`src/rtl/regfile_pkg.sv`:
```
// Shared types and constants for the register file writeback path.
// Used by regfile_wb_arbiter (optional RF_BYPASS_EN bypass ports) and wb_hold_slot.
package regfile_pkg;

  localparam int unsigned DATA_W = 32;
  localparam int unsigned ADDR_W = 5;

  localparam logic [ADDR_W-1:0] REG_ZERO = '0;

  typedef struct packed {
    logic [ADDR_W-1:0] addr;
    logic [DATA_W-1:0] data;
  } wb_req_t;

endpackage

```
`src/rtl/wb_hold_slot.sv`:
```
// One-entry writeback holding slot: valid/ready intake, frees on grant,
// silently drops requests targeting x0.
module wb_hold_slot
  import regfile_pkg::*;
#(
  parameter int unsigned DATA_W = regfile_pkg::DATA_W,
  parameter int unsigned ADDR_W = regfile_pkg::ADDR_W
) (
  input  logic              clk,
  input  logic              rst,
  input  logic              valid_i,
  input  logic [ADDR_W-1:0] addr_i,
  input  logic [DATA_W-1:0] data_i,
  input  logic              grant_i,
  output logic              ready_o,
  output logic              load_o,
  output logic              full_o,
  output logic [ADDR_W-1:0] addr_o,
  output logic [DATA_W-1:0] data_o
);

  logic              full_q, full_d;
  logic [ADDR_W-1:0] addr_q, addr_d;
  logic [DATA_W-1:0] data_q, data_d;

  assign ready_o = !full_q || grant_i;
  // An x0 request completes its handshake but never occupies the slot.
  assign load_o  = valid_i && ready_o && (addr_i != ADDR_W'(REG_ZERO));

  always_comb begin
    full_d = full_q;
    addr_d = addr_q;
    data_d = data_q;
    if (grant_i) full_d = 1'b0;
    if (load_o) begin
      full_d = 1'b1;
      addr_d = addr_i;
      data_d = data_i;
    end
  end

  always_ff @(posedge clk or posedge rst) begin
    if (rst) begin
      full_q <= 1'b0;
      addr_q <= '0;
      data_q <= '0;
    end else begin
      full_q <= full_d;
      addr_q <= addr_d;
      data_q <= data_d;
    end
  end

  assign full_o = full_q;
  assign addr_o = addr_q;
  assign data_o = data_q;

endmodule

```
`src/rtl/regfile_wb_arbiter.sv`:
```
// Arbitrates the single register file write port between ALU and LSU slots, oldest first.
// Define RF_BYPASS_EN to add combinational bypass lookup ports.
module regfile_wb_arbiter
  import regfile_pkg::*;
#(
  parameter int unsigned DATA_W = regfile_pkg::DATA_W,
  parameter int unsigned ADDR_W = regfile_pkg::ADDR_W
) (
  input  logic              clk,
  input  logic              rst,
  input  logic              alu_valid,
  output logic              alu_ready,
  input  logic [ADDR_W-1:0] alu_addr,
  input  logic [DATA_W-1:0] alu_data,
  input  logic              lsu_valid,
  output logic              lsu_ready,
  input  logic [ADDR_W-1:0] lsu_addr,
  input  logic [DATA_W-1:0] lsu_data,
`ifdef RF_BYPASS_EN
  input  logic [ADDR_W-1:0] byp_addr1,
  input  logic [ADDR_W-1:0] byp_addr2,
  output logic              byp_hit1,
  output logic              byp_hit2,
  output logic [DATA_W-1:0] byp_data1,
  output logic [DATA_W-1:0] byp_data2,
`endif
  output logic              rf_write_enable,
  output logic [ADDR_W-1:0] rf_write_addr,
  output logic [DATA_W-1:0] rf_data_in,
  output logic              busy
);

  logic              alu_full, lsu_full, alu_load, lsu_load;
  logic              alu_grant, lsu_grant;
  logic [ADDR_W-1:0] alu_saddr, lsu_saddr;
  logic [DATA_W-1:0] alu_sdata, lsu_sdata;

  // age_q = 1 : ALU slot holds the older request; 0 : LSU older (also the tie case).
  logic              age_q, age_d;
  logic              we_q, we_d;
  logic [ADDR_W-1:0] waddr_q, waddr_d;
  logic [DATA_W-1:0] wdata_q, wdata_d;

  wb_hold_slot #(.DATA_W(DATA_W), .ADDR_W(ADDR_W)) u_alu_slot (
    .clk     (clk),
    .rst     (rst),
    .valid_i (alu_valid),
    .addr_i  (alu_addr),
    .data_i  (alu_data),
    .grant_i (alu_grant),
    .ready_o (alu_ready),
    .load_o  (alu_load),
    .full_o  (alu_full),
    .addr_o  (alu_saddr),
    .data_o  (alu_sdata)
  );

  wb_hold_slot #(.DATA_W(DATA_W), .ADDR_W(ADDR_W)) u_lsu_slot (
    .clk     (clk),
    .rst     (rst),
    .valid_i (lsu_valid),
    .addr_i  (lsu_addr),
    .data_i  (lsu_data),
    .grant_i (lsu_grant),
    .ready_o (lsu_ready),
    .load_o  (lsu_load),
    .full_o  (lsu_full),
    .addr_o  (lsu_saddr),
    .data_o  (lsu_sdata)
  );

  assign alu_grant = alu_full && (!lsu_full || age_q);
  assign lsu_grant = lsu_full && (!alu_full || !age_q);

  always_comb begin
    age_d = age_q;
    if (alu_load && lsu_load)                    age_d = 1'b0;
    else if (alu_load && lsu_full && !lsu_grant) age_d = 1'b0;
    else if (lsu_load && alu_full && !alu_grant) age_d = 1'b1;

    we_d    = alu_grant || lsu_grant;
    waddr_d = waddr_q;
    wdata_d = wdata_q;
    if (lsu_grant) begin
      waddr_d = lsu_saddr;
      wdata_d = lsu_sdata;
    end else if (alu_grant) begin
      waddr_d = alu_saddr;
      wdata_d = alu_sdata;
    end
  end

  always_ff @(posedge clk or posedge rst) begin
    if (rst) begin
      age_q   <= 1'b0;
      we_q    <= 1'b0;
      waddr_q <= '0;
      wdata_q <= '0;
    end else begin
      age_q   <= age_d;
      we_q    <= we_d;
      waddr_q <= waddr_d;
      wdata_q <= wdata_d;
    end
  end

  assign rf_write_enable = we_q;
  assign rf_write_addr   = waddr_q;
  assign rf_data_in      = wdata_q;
  assign busy            = alu_full || lsu_full || we_q;

`ifdef RF_BYPASS_EN
  logic lsu_young;
  assign lsu_young = age_q || !alu_full;

  function automatic logic [DATA_W:0] byp_lookup(
    input logic [ADDR_W-1:0] a,
    input logic              yf, input logic [ADDR_W-1:0] ya, input logic [DATA_W-1:0] yd,
    input logic              of, input logic [ADDR_W-1:0] oa, input logic [DATA_W-1:0] od,
    input logic              wf, input logic [ADDR_W-1:0] wa, input logic [DATA_W-1:0] wd
  );
    logic [DATA_W:0] r;
    r = '0;
    if (a != ADDR_W'(REG_ZERO)) begin
      if (yf && ya == a)      r = {1'b1, yd};
      else if (of && oa == a) r = {1'b1, od};
      else if (wf && wa == a) r = {1'b1, wd};
    end
    return r;
  endfunction

  logic              yng_f, old_f;
  logic [ADDR_W-1:0] yng_a, old_a;
  logic [DATA_W-1:0] yng_d, old_d;

  always_comb begin
    yng_f = lsu_young ? lsu_full  : alu_full;
    yng_a = lsu_young ? lsu_saddr : alu_saddr;
    yng_d = lsu_young ? lsu_sdata : alu_sdata;
    old_f = lsu_young ? alu_full  : lsu_full;
    old_a = lsu_young ? alu_saddr : lsu_saddr;
    old_d = lsu_young ? alu_sdata : lsu_sdata;
    {byp_hit1, byp_data1} = byp_lookup(byp_addr1, yng_f, yng_a, yng_d,
                                       old_f, old_a, old_d, we_q, waddr_q, wdata_q);
    {byp_hit2, byp_data2} = byp_lookup(byp_addr2, yng_f, yng_a, yng_d,
                                       old_f, old_a, old_d, we_q, waddr_q, wdata_q);
  end
`endif

endmodule

```
`config.mk`:
```
export PLATFORM = sky130hd
export DESIGN_NAME = regfile_wb_arbiter
export DESIGN_NICKNAME = d
export VERILOG_FILES = /design/src/rtl/regfile_pkg.sv /design/src/rtl/wb_hold_slot.sv /design/src/rtl/regfile_wb_arbiter.sv
export SDC_FILE = /design/constraint.sdc
export NUM_CORES = 1
export LEC_CHECK = 0
export CELL_PAD_IN_SITES_DETAIL_PLACEMENT = 0
export CELL_PAD_IN_SITES_GLOBAL_PLACEMENT = 1
export CORE_ASPECT_RATIO = 0.7
export CORE_MARGIN = 8
export CORE_UTILIZATION = 30
export DETAILED_ROUTE_END_ITERATION = 8
export PLACE_DENSITY_LB_ADDON = 0.3
export SLEW_MARGIN = 20
export SYNTH_ARGS = -nofsm -noshare
export SYNTH_HDL_FRONTEND = slang
export SYNTH_SLANG_ARGS = --single-unit
```
`constraint.sdc`:
```
create_clock -name clk -period 4.6 [get_ports clk]
set_input_delay 0.69 -clock clk [delete_from_list [all_inputs] [get_ports clk]]
set_output_delay 0.69 -clock clk [all_outputs]
set_load 0.02 [all_outputs]
```
==> results_dict.tcl <==
set metrics [dict create \
    timing.final.crit_period_ps 2974 \
    numClockSinks 115 \
    hpwl_um 7633 \
    power_switching_uw 1057 \
    powerDensity_mw_per_mm2 554.1 \
    cp.arrival_ps 3250 \
    grt_antenna_before_repair 0 \
    synth-edff-count 0 \
    netSwitchingFraction_pct 28.84 \
    max_freq_mhz 336.3 \
    yosys-top-cells-count "dfrtp_1 (115), nand2_1 (77), mux2_2 (43), a22oi_1 (37), mux2_4 (29)" \
    syn-instance-count 339 \
    worst_r2r_path_depth 4 \
    drive_gt1_share_pct 24.63 \
    die_h_um 120.5 \
    timing.setup.tns_ps 0 \
    grt_pass1_wl_um 18730 \
    fin_area_mm2 0.006615 \
    ys_seq_elements 115 \
    ir_drop_mv 0.2260 \
    core.rowCount 38 \
    cpLargestDelayFamily "simple AND/OR/NAND/NOR gates" \
    cts_setup_buffers 0 \
    power_frac_clock_pct 36.2 \
    cp.depth 6 \
    p_int_uw 2608 \
    ctsRootBufferMaster "clkbuf_16" \
    finalHoldViolations 0 \
    synth_top_area_share_pct 61.46 \
    grt_pass1_vias 3246 \
    cellLeakagePower_uw 0.002927 \
    place_area_mm2 0.005989 \
    netlist.top_cell.by_area "dfrtp_1" \
    antenna_cells 0 \
    io-pin-count 119 \
    synthTopCellsByArea "dfrtp_1 (61%), mux2_2 (10%), mux2_4 (9.3%)" \
    yosysSeqAreaShare_pct 61.46 \
    synth_most_common_cell "dfrtp_1" \
    required_ps 4880 \
    slowest_delay_ps 680 \
    synth_area_mm2 0.004682 \
    multi_input_area_mm2 0.001634 \
    worstPathMaxFanout 22 \
    hp-start "u_alu_slot.data_o[23]" \
    clk_pin_slew_ps 50 \
    layout-area-overhead-vs-synth_pct 41.29 \
    seq_area_mm2 0.002878 \
    async_flop_share_pct 100.0 \
    die_w_um 165.3 \
    worstSetupPathType "input port to flip-flop" \
    drtIter0Drc 158 \
    synthFlopType "dfrtp_1" \
    drt-total-wl_um 11950 \
    grt.overflow.total 0 \
    critical_path.slowest_cell "nand2b_2" \
    drv_cap 0 \
    coreArea_mm2 0.01536 \
    post-route-util_pct 43.07 \
    rsz0062_at_grt "false" \
    synth_nets 417 \
    slew_headroom_pct 29.60 \
    finish.net_count 541 \
    fin_crit_sh_pct 64.64 \
    vias 3092 \
    ctsLongestPathBuffers 2 \
    fin_skew_ps 7.377 \
    grtUsageTotal_pct 12.37 \
    synth_cell_types 22 \
    gp_congestion 0.7275 \
    cts_tree "yes" \
    worst-path-buf-inv 2 \
    crit_path_end_kind "flip-flop" \
    ctsResizeCount 0 \
    hp-class "flip-flop to flip-flop" \
    routed_via_density 4.581 \
    tightest_slew_ps 1053 \
    p_comb_share_pct 25.4 \
    p_seq_share_pct 38.4 \
    outcome "finished, final reports clean" \
    crit_chain "clkdlybuf4s50_1 > or4_4 > o21ai_2 > nand2b_2 > buf_4 > mux2_4" \
    initial_core_util_pct 30.49 \
    port_buffers 118 \
    crit_path_start "lsu_addr[1]" \
    wl_per_cell_um 17.70 \
    finalSetupViolCount 0 \
    grt_max_degree 54 \
    critPathLaunchType "input port" \
    htreeDepth 4 \
    whs_path_depth 2 \
    dr.pass1.iters 4 \
    syn_area_per_cell_um2 13.81 \
    final_max_slew_viol_count 0 \
    hold_buffers 0 \
    rr_startpoint "u_alu_slot.full_o" \
    clk_latency_ps 400 \
    drcViolationCount 0 \
    cts_buffers 17 \
    ys_warn_count 0 \
    ant_nets 0 \
    num-fill-cells 1442 \
    die-area_mm2 0.01992 \
]
-- power by group through the flow --
stage | Combinational, uW | Sequential (uW) | Clock [uW]
final | 931 | 1410 | 1330
after CTS | 945 | 1410 | 1370
after global placement | 933 | 1420 | 0
after detailed placement | 943 | 1420 | 0
after floorplan | 414 | 1520 | 0
after global routing | 1010 | 1440 | 1420
-- through the flow --
stage	hold slack, ps	setup WS, ps	instances	total power [uW]
2_1_floorplan	440.4	865.9	339	1939
3_3_place_gp	448.7	1242	643	2351
3_5_place_dp	454.6	1181	643	2363
4_1_cts	464.5	1619	674	3719
5_1_grt	482.6	1489	675	3861
6_report	458.1	1626	675	3665
-- cell usage in the layout (no fill, tap or decap), types with 2 or more instances in the layout --
cell             instances
clkbuf_16               17
mux2_4                  29
dfrtp_1                115
a32o_1                   2
a22oi_1                 37
bufinv_16                3
nor2_4                   2
nand3_1                  2
o21ai_2                  2
clkinv_2                 2
mux2_2                  43
clkdlybuf4s50_1        118
clkinv_4                 3
clkinvlp_4               3
nand2_1                 77
buf_4                    5
inv_1                    2
-- cells by family (layout without fill, tap and decap cells) --
| family | count (synthesis) | in the layout | synth area share [%] |
|---|---|---|---|
| compound gates | 44 | 44 | 7.135 |
| flops | 115 | 115 | 61.46 |
| mux | 72 | 72 | 19.64 |
| simple gates | 86 | 86 | 7.403 |
| buf+inv | 22 | 158 | 4.356 |
-- path summary, 6_finish.rpt --
path	to	slack (ps)
max in group asynchronous	rf_write_addr[1]	3000
worst max-delay path	u_lsu_slot.data_o[9]	1630
worst min register to register	rf_data_in[23]	460
min in group asynchronous	rf_data_in[10]	600
worst max register to register	u_lsu_slot.data_o[9]	2370
worst min-delay path	rf_data_in[23]	460
-- area by class of cell --
| type | instances | share of cell area [%] |
|---|---|---|
| Clock inverter | 12 | 2.383 |
| Multi-Input combinational cell | 202 | 24.70 |
| Clock buffer | 19 | 6.696 |
| Tap cell | 200 | 3.783 |
| Timing Repair Buffer | 124 | 18.73 |
| Inverter | 3 | 0.2081 |
| Sequential cell | 115 | 43.50 |
-- state kept, by name, indices dropped and copies added, names as in the netlist --
signal	flops
age_q	1
u_lsu_slot.full_o	1
u_lsu_slot.addr_o	5
rf_data_in	32
rf_write_enable	1
rf_write_addr	5
u_alu_slot.full_o	1
u_alu_slot.addr_o	5
u_lsu_slot.data_o	32
u_alu_slot.data_o	32
-- routing by layer --
metal  track usage, %  vias to the layer above  share of wire [%]
met1            16.73                     1555                 48
met5                0                        -                  0
met4            3.838                        0               0.93
met2            18.29                       94                 45
li1                 -                     1433                  -
met3            4.346                       10                6.7
-- worst register-to-register path, cell delays in order, from the launching register on --
cell and delay, ps:
dfrtp_1 490, nand3_1 250, nand2b_2 650, buf_4 390, mux2_4 320
Note: power is estimated with default switching activity, not from simulation.
